[config.mk]
export PLATFORM = sky130hd
export DESIGN_NAME = bht_update_ctrl
export DESIGN_NICKNAME = d
export VERILOG_FILES = /design/src/rtl/ariane_pkg.sv /design/src/rtl/bht_update_ctrl_fifo.sv /design/src/rtl/bht_update_ctrl.sv
export SDC_FILE = /design/constraint.sdc
export NUM_CORES = 1
export LEC_CHECK = 0
export BUFFER_PORTS_ARGS = -buffer_cell sky130_fd_sc_hd__buf_2
export CAP_MARGIN = 20
export CELL_PAD_IN_SITES_DETAIL_PLACEMENT = 1
export CELL_PAD_IN_SITES_GLOBAL_PLACEMENT = 1
export CORE_UTILIZATION = 35
export CTS_CLUSTER_DIAMETER = 80
export DETAILED_ROUTE_END_ITERATION = 6
export PLACE_DENSITY_LB_ADDON = 0.1
export SLEW_MARGIN = 20
export SYNTH_ARGS = -nofsm -noshare
export SYNTH_HDL_FRONTEND = slang
export SYNTH_SLANG_ARGS = --single-unit
[constraint.sdc]
create_clock -name clk_i -period 2.5 [get_ports clk_i]
set_input_delay 0.25 -clock clk_i [delete_from_list [all_inputs] [get_ports clk_i]]
set_output_delay 0.25 -clock clk_i [all_outputs]
set_load 0.01 [all_outputs]
[src/rtl/ariane_pkg.sv]
// Shared core types used by the branch-history-table maintenance logic.
// Holds the update request, the stored entry layout and the walk patterns.
package ariane_pkg;

  localparam int unsigned VLEN            = 64;
  localparam int unsigned INSTR_PER_FETCH = 2;

  typedef struct packed {
    logic            valid;
    logic [VLEN-1:0] pc;
    logic            taken;
  } bht_update_t;

  typedef struct packed {
    logic       valid;
    logic [1:0] counter;
  } bht_entry_t;

  localparam bht_entry_t BHT_ENTRY_CLEAR = 3'b000;
  localparam bht_entry_t BHT_ENTRY_FLUSH = 3'b010;

  typedef enum logic [1:0] {
    BHT_WALK,
    BHT_IDLE,
    BHT_RD,
    BHT_WR
  } bht_state_e;

  // Two-bit saturating predictor counter step.
  function automatic logic [1:0] bht_sat_update(input logic [1:0] ctr, input logic taken);
    if (taken) begin
      return (ctr == 2'b11) ? ctr : ctr + 2'b01;
    end
    return (ctr == 2'b00) ? ctr : ctr - 2'b01;
  endfunction

endpackage

[src/rtl/bht_update_ctrl_fifo.sv]
// Small register-file queue holding pending BHT updates {row, column, taken}.
// A push and pop together keep occupancy; a pop on an empty queue is ignored.
module bht_upd_fifo #(
  parameter int unsigned DEPTH = 4,
  parameter int unsigned WIDTH = 8
) (
  input  logic                   clk_i,
  input  logic                   rst_i,
  input  logic                   flush_i,
  input  logic                   push_i,
  input  logic [WIDTH-1:0]       data_i,
  input  logic                   pop_i,
  output logic [WIDTH-1:0]       data_o,
  output logic                   full_o,
  output logic                   empty_o,
  output logic [$clog2(DEPTH):0] count_o
);

  localparam int unsigned PTR_W = $clog2(DEPTH);
  localparam int unsigned CNT_W = PTR_W + 1;

  logic [WIDTH-1:0] mem_q [DEPTH];
  logic [PTR_W-1:0] wptr_q, wptr_d;
  logic [PTR_W-1:0] rptr_q, rptr_d;
  logic [CNT_W-1:0] count_q, count_d;
  logic             push_ok;
  logic             pop_ok;

  assign full_o  = (count_q == CNT_W'(DEPTH));
  assign empty_o = (count_q == '0);
  assign count_o = count_q;
  assign data_o  = mem_q[rptr_q];

  assign pop_ok  = pop_i && !empty_o;
  assign push_ok = push_i && (!full_o || pop_ok);

  always_comb begin
    wptr_d  = wptr_q;
    rptr_d  = rptr_q;
    count_d = count_q;
    if (flush_i) begin
      wptr_d  = '0;
      rptr_d  = '0;
      count_d = '0;
    end else begin
      if (push_ok) begin
        wptr_d = wptr_q + PTR_W'(1);
      end
      if (pop_ok) begin
        rptr_d = rptr_q + PTR_W'(1);
      end
      if (push_ok && !pop_ok) begin
        count_d = count_q + CNT_W'(1);
      end else if (!push_ok && pop_ok) begin
        count_d = count_q - CNT_W'(1);
      end
    end
  end

  always_ff @(posedge clk_i or posedge rst_i) begin
    if (rst_i) begin
      wptr_q  <= '0;
      rptr_q  <= '0;
      count_q <= '0;
    end else begin
      wptr_q  <= wptr_d;
      rptr_q  <= rptr_d;
      count_q <= count_d;
    end
  end

  always_ff @(posedge clk_i) begin
    if (push_ok && !flush_i) begin
      mem_q[wptr_q] <= data_i;
    end
  end

endmodule

[src/rtl/bht_update_ctrl.sv]
// Maintenance port controller for the BHT: clear/flush table walks and
// queued read-modify-write counter updates from two round-robin requesters.
module bht_update_ctrl
  import ariane_pkg::*;
#(
  parameter int unsigned NR_ROWS    = 512,
  parameter int unsigned COLS       = ariane_pkg::INSTR_PER_FETCH,
  parameter int unsigned FIFO_DEPTH = 4
) (
  input  logic                       clk_i,
  input  logic                       rst_i,
  input  logic                       clr_i,
  input  logic                       flush_i,
  input  logic                       debug_mode_i,
  input  bht_update_t                upd_a_i,
  output logic                       upd_a_ready_o,
  input  bht_update_t                upd_b_i,
  output logic                       upd_b_ready_o,
  output logic                       busy_o,
  output logic                       sram_req_o,
  output logic                       sram_we_o,
  output logic [$clog2(NR_ROWS)-1:0] sram_addr_o,
  output logic [COLS-1:0]            sram_be_o,
  output logic [COLS*3-1:0]          sram_wdata_o,
  input  logic [COLS*3-1:0]          sram_rdata_i
);

  localparam int unsigned ROW_W = $clog2(NR_ROWS);
  localparam int unsigned COL_W = $clog2(COLS);
  localparam int unsigned Q_W   = ROW_W + COL_W + 1;
  localparam int unsigned CNT_W = $clog2(FIFO_DEPTH) + 1;

  bht_state_e       state_q, state_d;
  logic [ROW_W-1:0] walk_cnt_q, walk_cnt_d;
  logic             walk_flush_q, walk_flush_d;
  logic             prio_b_q, prio_b_d;

  logic             restart;
  logic             can_grant;
  logic             grant_a, grant_b;
  logic [ROW_W-1:0] row_a, row_b;
  logic [COL_W-1:0] col_a, col_b;

  logic             fifo_push, fifo_pop, fifo_flush;
  logic [Q_W-1:0]   fifo_wdata, fifo_rdata;
  logic             fifo_full, fifo_empty;
  logic [CNT_W-1:0] fifo_count;

  logic [ROW_W-1:0] head_row;
  logic [COL_W-1:0] head_col;
  logic             head_taken;
  logic [1:0]       rd_ctr [COLS];
  logic [COLS-1:0]  unused_rd_valid;
  bht_entry_t       new_ent;
  bht_entry_t       walk_ent;
  logic [COLS-1:0]  col_onehot;
  logic [COLS*3-1:0] walk_row, upd_row;
  logic             unused_pc;

  logic              st_req, st_we;
  logic [ROW_W-1:0]  st_addr;
  logic [COLS-1:0]   st_be;
  logic [COLS*3-1:0] st_wdata;

  assign row_a = upd_a_i.pc[ROW_W+COL_W:COL_W+1];
  assign col_a = upd_a_i.pc[COL_W:1];
  assign row_b = upd_b_i.pc[ROW_W+COL_W:COL_W+1];
  assign col_b = upd_b_i.pc[COL_W:1];
  assign unused_pc = ^{upd_a_i.pc[VLEN-1:ROW_W+COL_W+1], upd_a_i.pc[0],
                       upd_b_i.pc[VLEN-1:ROW_W+COL_W+1], upd_b_i.pc[0]};

  // Requests are refused while walking and in the cycle a clear/flush is seen.
  assign restart   = clr_i || flush_i;
  assign can_grant = (state_q != BHT_WALK) && !restart && !fifo_full;
  assign grant_a   = can_grant && upd_a_i.valid && (!upd_b_i.valid || !prio_b_q);
  assign grant_b   = can_grant && upd_b_i.valid && (!upd_a_i.valid || prio_b_q);

  assign upd_a_ready_o = grant_a;
  assign upd_b_ready_o = grant_b;

  assign fifo_push  = (grant_a || grant_b) && !debug_mode_i;
  assign fifo_wdata = grant_a ? {row_a, col_a, upd_a_i.taken} : {row_b, col_b, upd_b_i.taken};

  assign prio_b_d = grant_a ? 1'b1 : (grant_b ? 1'b0 : prio_b_q);

  bht_upd_fifo #(
    .DEPTH (FIFO_DEPTH),
    .WIDTH (Q_W)
  ) i_fifo (
    .clk_i   (clk_i),
    .rst_i   (rst_i),
    .flush_i (fifo_flush),
    .push_i  (fifo_push),
    .data_i  (fifo_wdata),
    .pop_i   (fifo_pop),
    .data_o  (fifo_rdata),
    .full_o  (fifo_full),
    .empty_o (fifo_empty),
    .count_o (fifo_count)
  );

  assign head_row   = fifo_rdata[Q_W-1 -: ROW_W];
  assign head_col   = fifo_rdata[1 +: COL_W];
  assign head_taken = fifo_rdata[0];

  assign walk_ent        = walk_flush_q ? BHT_ENTRY_FLUSH : BHT_ENTRY_CLEAR;
  assign new_ent.valid   = 1'b1;
  assign new_ent.counter = bht_sat_update(rd_ctr[head_col], head_taken);

  for (genvar gi = 0; gi < COLS; gi++) begin : g_col
    assign rd_ctr[gi]             = sram_rdata_i[gi*3 +: 2];
    assign unused_rd_valid[gi]    = sram_rdata_i[gi*3 + 2];
    assign col_onehot[gi]         = (head_col == COL_W'(gi));
    assign walk_row[gi*3 +: 3]    = walk_ent;
    assign upd_row[gi*3 +: 3]     = new_ent;
  end

  always_comb begin
    state_d      = state_q;
    walk_cnt_d   = walk_cnt_q;
    walk_flush_d = walk_flush_q;
    st_req       = 1'b0;
    st_we        = 1'b0;
    st_addr      = head_row;
    st_be        = '0;
    st_wdata     = upd_row;
    fifo_pop     = 1'b0;
    fifo_flush   = 1'b0;
    if (restart) begin
      // Any access in flight is dropped; the new walk starts next cycle.
      state_d      = BHT_WALK;
      walk_cnt_d   = '0;
      walk_flush_d = !clr_i;
      fifo_flush   = 1'b1;
    end else begin
      unique case (state_q)
        BHT_WALK: begin
          st_req   = 1'b1;
          st_we    = 1'b1;
          st_addr  = walk_cnt_q;
          st_be    = '1;
          st_wdata = walk_row;
          if (walk_cnt_q == ROW_W'(NR_ROWS - 1)) begin
            state_d = BHT_IDLE;
          end else begin
            walk_cnt_d = walk_cnt_q + ROW_W'(1);
          end
        end
        BHT_IDLE: begin
          if (!fifo_empty) begin
            state_d = BHT_RD;
          end
        end
        BHT_RD: begin
          st_req  = 1'b1;
          state_d = BHT_WR;
        end
        BHT_WR: begin
          st_req   = 1'b1;
          st_we    = 1'b1;
          st_be    = col_onehot;
          fifo_pop = 1'b1;
          if ((fifo_count > CNT_W'(1)) || fifo_push) begin
            state_d = BHT_RD;
          end else begin
            state_d = BHT_IDLE;
          end
        end
        default: state_d = BHT_IDLE;
      endcase
    end
  end

  always_ff @(posedge clk_i or posedge rst_i) begin
    if (rst_i) begin
      state_q      <= BHT_WALK;
      walk_cnt_q   <= '0;
      walk_flush_q <= 1'b0;
      prio_b_q     <= 1'b0;
    end else begin
      state_q      <= state_d;
      walk_cnt_q   <= walk_cnt_d;
      walk_flush_q <= walk_flush_d;
      prio_b_q     <= prio_b_d;
    end
  end

  assign busy_o       = (state_q == BHT_WALK);
  assign sram_req_o   = st_req && !rst_i;
  assign sram_we_o    = st_we;
  assign sram_addr_o  = st_addr;
  assign sram_be_o    = st_be;
  assign sram_wdata_o = st_wdata;

endmodule

==> results.md, run 1 <==
- Status: finished, violations left
- Failing checks: DRC
- GRT Util Overall: 0.1565
- Post-Place Cells: between 300 and 400
- Max-cap viol count: 0
- Top area cells in the synthesized netlist: edfxtp_1 41%, dfrtp_1 16%, mux2_2 7.7%, mux4_2 7.7%, ha_1 5.8%
- Hold Vio Cnt, Final: 0
- Final min period: ~2.4 ns
- Chip height: around 100 um
- Yosys warning total: 0
- Final hold slack: 0.08102 ns
- Die X: 97.98 um
- H-tree depth: 3
- Syn_area_per_cell: between 10 and 15 um^2
- Initial DRC Count: 68
- Slew @ Worst Pin: approximately 0.85 ns
- Worst Skew: between 0.007 and 0.008 ns
- Crit path cell chain: mux4_2 -> mux2_2 -> o21ai_0 -> a31oi_1 -> buf_2
- Peak Freq: approximately 0.42 GHz
- Max IR drop VDD: between 0.2 and 0.3 mV
- Sink Count: 64
- Register bit total from synthesis: between 60 and 70
- Initial antenna violation count: 0
- CTS root buf: clkbuf_8
- GR peak layer: met2
- Slowest-stage cell, CP: mux4_2
- Via count: 2064
- Reg2Reg Setup Slack: between 0.3 and 0.4 ns
- Critical Path End Type: output pin
- WL final: 6834 um
- Synth Flop Type: edfxtp_1
- Remaining DRCs: 3
- Synth cell types: 44
- Die Area: 9600 um^2
- Largest net degree at the start of global routing: 21
- RSZ-0062 raised after global routing: false
- Routing usage on met3: 0.03006
- # diodes: 0
- Post-Layout Cell Count: between 400 and 500
- Crit path launch type: register
- Worst r2r src: i_fifo.count_o[0]
- Slowest cell delay on critical path: 0.57 ns
- Leakage: between 0.0015 and 0.002 uW
- NumNets Final: roughly 460
- Layout cells sized above 1: 0.4125
- Worst setup path startpoint: i_fifo.rptr_q[0]
- Synthesized area: ~3200 um^2
- Crit Path Class: reg2out
- TritonRoute pass-1 iters: 6
- Filler Cell Count: between 900 and 1000
- Met1 Resource Use GR: 0.2128
- Post-Syn Instances: 230
- DPL Wire Length: a little under 5000 um
- Final period util: 0.9544
- IO Port Bufs: between 50 and 60
- Max Fanout on Critical Path: 4
- Met2 GRT Util: 0.2416
- Pins over their slew limit: 0
- Setup violations, final: 0
- CTS clk-pin slew, worst paths: around 0.08 ns
- Via/cell ratio: ~5
- Placement Rows: 34
- Vias in the first global route: 2112
- Register area share after synthesis: 0.5650
- Most common cell in the synthesized netlist: edfxtp_1
- Critical Path RT: between 2 and 2.5 ns
- Synth top area share: 0.4098
- Cell taking the most area after synthesis: edfxtp_1
- Design area: between 3000 and 4000 um^2
- Core Region: 8806 um^2
- CTS tree: yes
- Area delta synth->final: 22.66%
- Routability cong.: roughly 0.76
- Syn_nets: roughly 390
- Clock Tree Buf Depth: 2
- Worst-Skew Late Latency: between 0.3 and 0.4 ns
- Routed wire per std cell: ~17 um
- Clock buffer count from CTS: 9
- Grt ovf: 0
- Post-synth EDFFs: 44
- Antenna Nets Post-Route: 0
- Ports: approximately 170
- Initial Util: 0.3662
- Hold Path Class: in2async
- Ys async rst share: 0.3125
- CP arrival: 2.14 ns
- Slew HR: 0.4314
- Dpl cell area: 3702 um^2
- First-pass GRT wire length: around 11000 um
- Pwr Density: about 570 nW/um^2
- Post-route setup TNS: 0 ns
- Synth top cells by count: 44 x edfxtp_1, 22 x mux2_2, 20 x dfrtp_1
flip-flops by register name (all words and copies together) (netlist names):
register and cells:
i_fifo.count_o 3, i_fifo.rptr_q 2, i_fifo.mem_q 44, walk_cnt_q 9, i_fifo.wptr_q 2, state_q 2, prio_b_q 1, walk_flush_q 1
through the flow:
stage                     utilization  power, uW  worst slack [ns]
after floorplan                     -       1225            0.3187
after global placement         0.4204       1275            0.3197
after detailed placement       0.4204       1277            0.3114
after CTS                      0.4461       2301           0.01635
after global routing           0.4491       2343          0.002083
final                          0.4491       2261            0.1139
layout make-up:
class / instances / area, um^2 / area share
multi-input cells: 142 / 1294 / 0.3271
clock buffers: 9 / 123.9 / 0.03132
clock inverters: 7 / 102.6 / 0.02594
repair buffers: 69 / 432.9 / 0.1095
inverters: 12 / 45.04 / 0.01139
flip-flops and latches: 64 / 1822 / 0.4606
well taps: 108 / 135.1 / 0.03417
cell usage in the layout (no fill, tap or decap), types with 2 or more instances in the layout:
cell	instances
a21oi_1	5
buf_12	4
nand4_1	2
nand2_1	11
nor3b_1	3
mux4_2	11
inv_6	3
bufinv_16	2
nand3_1	4
nor2_1	18
ha_1	15
o21ai_0	6
o31ai_1	2
nor2b_1	2
edfxtp_1	44
inv_1	12
buf_4	11
and4_1	2
mux2i_1	3
dfrtp_1	20
nor3_1	2
and3_1	5
clkbuf_8	9
mux2_2	22
buf_2	54
a211oi_1	3
xor2_1	8
path summary, 6_finish.rpt:
kind	end	cells past startpoint
max	sram_wdata_o[1]	5
min	walk_cnt_q[5]	2
max reg2reg	i_fifo.mem_q[3][6]	7
min reg2reg	walk_flush_q	2
max in group asynchronous	prio_b_q	2
min in group clk_i	walk_flush_q	2
logic make-up after synthesis:
logic type / count (synthesis) / synth area share
DFF: 64 / 0.5650
muxes: 36 / 0.1630
xor gates and xnor gates: 10 / 0.03143
AOI/OAI and AO/OA: 26 / 0.05898
adders and majority gates: 15 / 0.05821
buffers and inverters: 24 / 0.03492
and+or+nand+nor: 55 / 0.08848
routing by layer:
metal | share of wire | vias up
met1 | 0.48 | 1016
met5 | 0 | -
met2 | 0.46 | 46
met4 | 0.020 | 0
li1 | - | 990
met3 | 0.034 | 12
repair_timing:
item | in CTS | in global routing
gates resized for setup | 1 | 1
pin swaps | 0 | 1
endpoints found under the setup margin | 2 | 5
hold buffers | 0 | 0
setup buffers | 0 | 3
critical path: cells and delay by family, from the launching register on:
family / cells / cell delay [ns]
mux: 2 / 0.85
flops: 1 / 0.37
compound gates: 2 / 0.37
buf+inv: 1 / 0.20
where the power goes:
group | total [uW] | internal, uW | switching [uW]
combinational | 112 | 50.6 | 61.3
clock | 1010 | 573 | 435
sequential | 1140 | 1140 | 3.41
total | 2260 | 1760 | 500
Note: power is estimated with default switching activity, not from simulation.
==> run 2, diff against run 1 <==
--- a/config.mk
+++ b/config.mk
@@ -12,6 +12,7 @@
 export CORE_UTILIZATION = 35
 export CTS_CLUSTER_DIAMETER = 80
 export DETAILED_ROUTE_END_ITERATION = 6
+export GPL_TIMING_DRIVEN = 0
 export PLACE_DENSITY_LB_ADDON = 0.1
 export SLEW_MARGIN = 20
 export SYNTH_ARGS = -nofsm -noshare
==> results.md, run 2 (synthesized netlist as in run 1, its figures left out) <==
- Via/cell ratio: slightly above 5
- Critical Path RT: roughly 2.3 ns
- Via count: around 2100
- Setup violations, final: 0
- Vias in the first global route: roughly 2100
- Critical Path End Type: output pin
- Slew @ Worst Pin: between 0.8 and 0.9 ns
- Commonest non-fill, non-tap cells in the layout: 52 x buf_2, 44 x edfxtp_1, 20 x mux2_2
- Final period util: 0.9645
- CP arrival: between 2 and 2.5 ns
- Area delta synth->final: 24.49%
- CTS tree: yes
- Initial Util: 0.3662
- Filler Cell Count: around 900
- Slowest-stage cell, CP: mux4_2
- Sink Count: 64
- Layout cells sized above 1: 0.4272
- Initial antenna violation count: 0
- Pins over their slew limit: 0
- H-tree depth: 3
- RSZ-0062 raised after global routing: false
- Ports: between 150 and 200
- Pwr Total: between 2000 and 2500 uW
- Antenna Nets Post-Route: 0
- Crit path launch type: register
- Post-Layout Cell Count: between 400 and 500
- Crit Path Class: reg2out
- Grt ovf: 0
- Largest net degree at the start of global routing: 21
- # diodes: 0
- Hold Path Class: in2async
- Slowest cell delay on critical path: around 0.61 ns
- CTS clk-pin slew, worst paths: approximately 0.080 ns
- Largest register by flop count: i_fifo.mem_q
- Max FFs per register: 44
- Chip height: about 100 um
- Max-cap viol count: 0
- DPL Wire Length: ~5100 um
- IO Port Bufs: 54
- NumNets Final: 455
- Placement Rows: 34
- Slew HR: 0.4255
- Post-Place Cells: about 390
- Clock Tree Buf Depth: 2
- Peak Freq: 0.4147 GHz
- Die Area: 9600 um^2
- CTS root buf: clkbuf_8
- Pwr Density: 595.9 nW/um^2
- Final min period: approximately 2.4 ns
- Status: finished, violations left
- Failing checks: DRC
- Crit path top cell by count: buf_6
- GRT Util Overall: 0.1653
- Routed wire per std cell: approximately 18 um
- Hold Vio Cnt, Final: 0
- Max Fanout on Critical Path: 4
- Clock buffer count from CTS: 9
- Core Region: between 8000 and 9000 um^2
- Remaining DRCs: 3
- Most common cell after layout, fill and taps aside: buf_2
- WL final: roughly 7400 um
- Crit path cell chain: mux4_2 -> mux2_4 -> buf_6 -> o21ai_4 -> a31oi_4 -> buf_6
- Die X: 97.98 um
- Worst Skew: 0.01312 ns
- Leakage: around 0.0016 uW
- Routability cong.: between 0.7 and 0.8
- Max IR drop VDD: slightly above 0.3 mV
- First-pass GRT wire length: 11650 um
- Initial DRC Count: 79
- Worst-Skew Late Latency: approximately 0.34 ns
- TritonRoute pass-1 iters: 6
-- run 2: changes by cell type in the layout (fill, tap and decap cells not counted), sizes merged --
cell,change
buf,-6
clkbuf,+5
bufinv,+1
clkinvlp,-1
-- run 2: per-stage QoR --
stage                TNS, ns  worst slack [ns]    util  hold slack (ns)  instance area [um^2]
floorplan                  0            0.3187       -           0.2138                  3224
global placement           0           0.05720  0.4122           0.4836                  3630
detailed placement         0           0.04978  0.4122           0.4858                  3630
CTS                 -0.03477          -0.02803  0.4442           0.1147                  3911
global route               0          0.008531  0.4558           0.1330                  4014
finish                     0           0.08872  0.4558          0.08209                  4014
-- run 2: worst max-delay path, delay by kind of cell, from the launching register on --
| family | cells | cell delay, ns |
|---|---|---|
| AO/OA/AOI/OAI | 2 | 0.18 |
| buffers and inverters | 2 | 0.27 |
| flip-flops | 1 | 0.40 |
| multiplexers | 2 | 0.98 |
-- run 2: routing by layer --
layer / GRT usage / routed length, um / vias to the layer above
met5: 0 / 0 / -
met4: 0.05944 / 84 / 0
met3: 0.04223 / 271 / 6
met2: 0.2530 / 3390 / 46
met1: 0.2272 / 3617 / 1038
li1: - / - / 987
-- run 2: cell type report --
| type | count | area, um^2 | area share |
|---|---|---|---|
| Buffer | 10 | 66.31 | 0.01652 |
| Clock buffer | 9 | 123.9 | 0.03086 |
| Clock inverter | 7 | 125.1 | 0.03117 |
| Inverter | 12 | 45.04 | 0.01122 |
| Multi-Input combinational cell | 142 | 1373 | 0.3420 |
| Sequential cell | 64 | 1823 | 0.4542 |
| Tap cell | 108 | 135.1 | 0.03367 |
| Timing Repair Buffer | 58 | 322.8 | 0.08042 |
-- run 2: where the power goes --
group / leakage, uW / internal, uW / switching (uW) / total, uW
Combinational: 0.000826 / 62.4 / 69.5 / 132
Sequential: 0.000666 / 1140 / 3.50 / 1140
Clock: 0.000125 / 675 / 444 / 1120
-- run 2: worst paths after layout --
check	startpoint	to	slack, ns	cells past startpoint
setup / recovery	i_fifo.rptr_q[0]	sram_wdata_o[4]	0.09	6
min in group clk_i	clr_i	walk_flush_q	0.16	2
hold reg to reg	walk_flush_q	walk_flush_q	0.52	2
max in group asynchronous	rst_i	i_fifo.rptr_q[0]	1.83	2
setup reg to reg	i_fifo.count_o[0]	i_fifo.mem_q[2][6]	0.15	6
hold / removal	rst_i	i_fifo.count_o[2]	0.08	2
-- run 2: timing repair --
| action | CTS | global route |
|---|---|---|
| setup buffers | 3 | 1 |
| resized for setup | 7 | 22 |
| endpoints found under the setup margin | 13 | 41 |
| pin swaps | 1 | 4 |
| hold buffers | 0 | 0 |
| cloned | 0 | 0 |
==> run 3, diff against run 2 <==
--- a/config.mk
+++ b/config.mk
@@ -14,6 +14,7 @@
 export DETAILED_ROUTE_END_ITERATION = 6
 export GPL_TIMING_DRIVEN = 0
 export PLACE_DENSITY_LB_ADDON = 0.1
+export SETUP_SLACK_MARGIN = 0.1
 export SLEW_MARGIN = 20
 export SYNTH_ARGS = -nofsm -noshare
 export SYNTH_HDL_FRONTEND = slang
==> results.md, run 3 (synthesized netlist as in run 1, its figures left out) <==
- Status: finished, violations left
- Failing checks: DRC
- Register cell area after layout: between 1500 and 2000 um^2
- Slew HR: 0.4261
- Clock buffer count from CTS: 9
- Leakage: between 0.0015 and 0.002 uW
- Antenna Nets Post-Route: 0
- IO Port Bufs: 54
- Internal power: around 1900 uW
- Vias in the first global route: around 2200
- Routability cong.: 0.7263
- Max FFs per register: between 40 and 50
- Hold Vio Cnt, Final: 0
- Pwr Density: 594.7 nW/um^2
- Placement Rows: 34
- Largest net degree at the start of global routing: 21
- Grt ovf: 0
- Slowest-stage cell, CP: mux4_2
- Core Region: roughly 8800 um^2
- CTS tree: yes
- Routed wire per std cell: between 15 and 20 um
- Worst r2r src: i_fifo.count_o[1]
- Slowest cell delay on critical path: ~0.60 ns
- Hold Path Class: in2async
- Peak Freq: between 0.4 and 0.5 GHz
- Max Fanout on Critical Path: 4
- Clock power frac: 0.470
- Via/cell ratio: 5.031
- Worst Skew: roughly 0.014 ns
- Final hold slack: 0.07879 ns
- First-pass GRT wire length: roughly 12000 um
- Sw Ratio: 0.2176
- Max IR drop VDD: roughly 0.31 mV
- Remaining DRCs: 3
- Layout cells sized above 1: 0.4481
- Setup violations, final: 0
- Chip height: between 90 and 100 um
- Post-route setup TNS: 0 ns
- Area delta synth->final: 24.76%
- CP arrival: 2.22 ns
- Die Area: about 9600 um^2
- Max-cap viol count: 0
- Finished Core Util: 0.4568
- DPL Wire Length: slightly above 5000 um
- Clock Tree Buf Depth: 2
- Area of the multi-input gates: between 1000 and 1500 um^2
- RSZ-0062 raised after global routing: true
- Crit path cell chain: mux4_2 -> mux2_4 -> o21ai_2 -> a31oi_2 -> buf_4 -> buf_6
- Reg2Reg Setup Slack: between 0.3 and 0.4 ns
- Worst reg-to-reg path cell count: 5
- GRT Util Overall: 0.1664
- Worst-Skew Late Latency: around 0.34 ns
- Sequential power share: 0.477
- # diodes: 0
- Initial Util: 0.3662
- Critical Path End Type: output pin
- NumNets Final: between 400 and 500
- Initial DRC Count: a little under 80
- Critical Path RT: around 2.3 ns
- Pins over their slew limit: 0
- H-tree depth: 3
- Via count: 2093
- Die X: between 90 and 100 um
- Most common cell after layout, fill and taps aside: buf_2
- Combinational share of power: 0.053
- CTS root buf: clkbuf_8
- WL final: approximately 7400 um
- TritonRoute pass-1 iters: 6
- Commonest non-fill, non-tap cells in the layout: 55 x buf_2, 44 x edfxtp_1, 20 x mux2_2
- Initial antenna violation count: 0
- Filler Cell Count: around 930
- Crit path launch type: register
- Crit Path Class: reg2out
- Worst r2r dst: i_fifo.mem_q[3][10]
- Final min period: approximately 2.5 ns
- Slew @ Worst Pin: between 0.8 and 0.9 ns
- Sink Count: 64
- Largest register by flop count: i_fifo.mem_q
- CTS clk-pin slew, worst paths: 0.08 ns
- Ports: around 170
- Sw Pwr: between 500 and 600 uW
- Final period util: 0.9889
==> run 3: power groups by stage <==
stage / clock (uW) / combinational [uW] / sequential (uW)
final: 1120 / 128 / 1140
after global routing: 1180 / 141 / 1140
after CTS: 1150 / 129 / 1140
after detailed placement: 0 / 120 / 1160
after global placement: 0 / 117 / 1160
after floorplan: 0 / 61.9 / 1160
==> run 3: how the worst max path moves through the flow <==
stage                                  to  depth (start not counted)  slack [ns]              from
after global routing      sram_wdata_o[4]                          6       -0.05  i_fifo.rptr_q[0]
final                     sram_wdata_o[4]                          6        0.03  i_fifo.rptr_q[0]
after CTS                 sram_wdata_o[3]                          6        0.02  i_fifo.rptr_q[0]
after floorplan           sram_wdata_o[3]                          6        0.32        state_q[0]
after detailed placement  sram_wdata_o[3]                          7        0.05        state_q[0]
after global placement    sram_wdata_o[3]                          7        0.06        state_q[0]
==> run 3: cell type report <==
cell class / count / share of cell area
repair buffers: 62 / 0.08367
clock inverters: 7 / 0.03110
inverters: 12 / 0.01120
flip-flops and latches: 64 / 0.4532
plain buffers: 12 / 0.02146
multi-input cells: 142 / 0.3350
well taps: 108 / 0.03359
clock buffers: 9 / 0.03079
==> run 3: critical path, delay by kind of cell (launching register included) <==
kind	cells	cell delay [ns]
AO/OA/AOI/OAI	2	0.26
flip-flops	1	0.40
buffers and inverters	2	0.27
multiplexers	2	0.96
==> run 3: layer usage <==
layer	vias up	track usage	share of wire	routed length [um]
li1	998	-	-	-
met3	6	0.04223	0.033	244
met1	1045	0.2277	0.49	3658
met2	44	0.2562	0.46	3417
met5	-	0	0	0
met4	0	0.05944	0.012	91
==> run 3: repair_timing <==
action | CTS | global route
buffers inserted | 3 | 5
hold buffers | 0 | 0
gates resized for setup | 20 | 8
pin swaps | 4 | 2
cloned | 0 | 0
setup endpoints to repair | 91 | 47
==> run 3: through the flow <==
stage	std cells	setup slack (ns)	cell area, um^2	total power [uW]
4_1_cts	411	0.02181	3966	2419
3_5_place_dp	392	0.04978	3630	1283
2_1_floorplan	230	0.3187	3224	1225
5_1_grt	416	-0.04774	4023	2467
6_report	416	0.02777	4023	2392
3_3_place_gp	392	0.05720	3630	1280
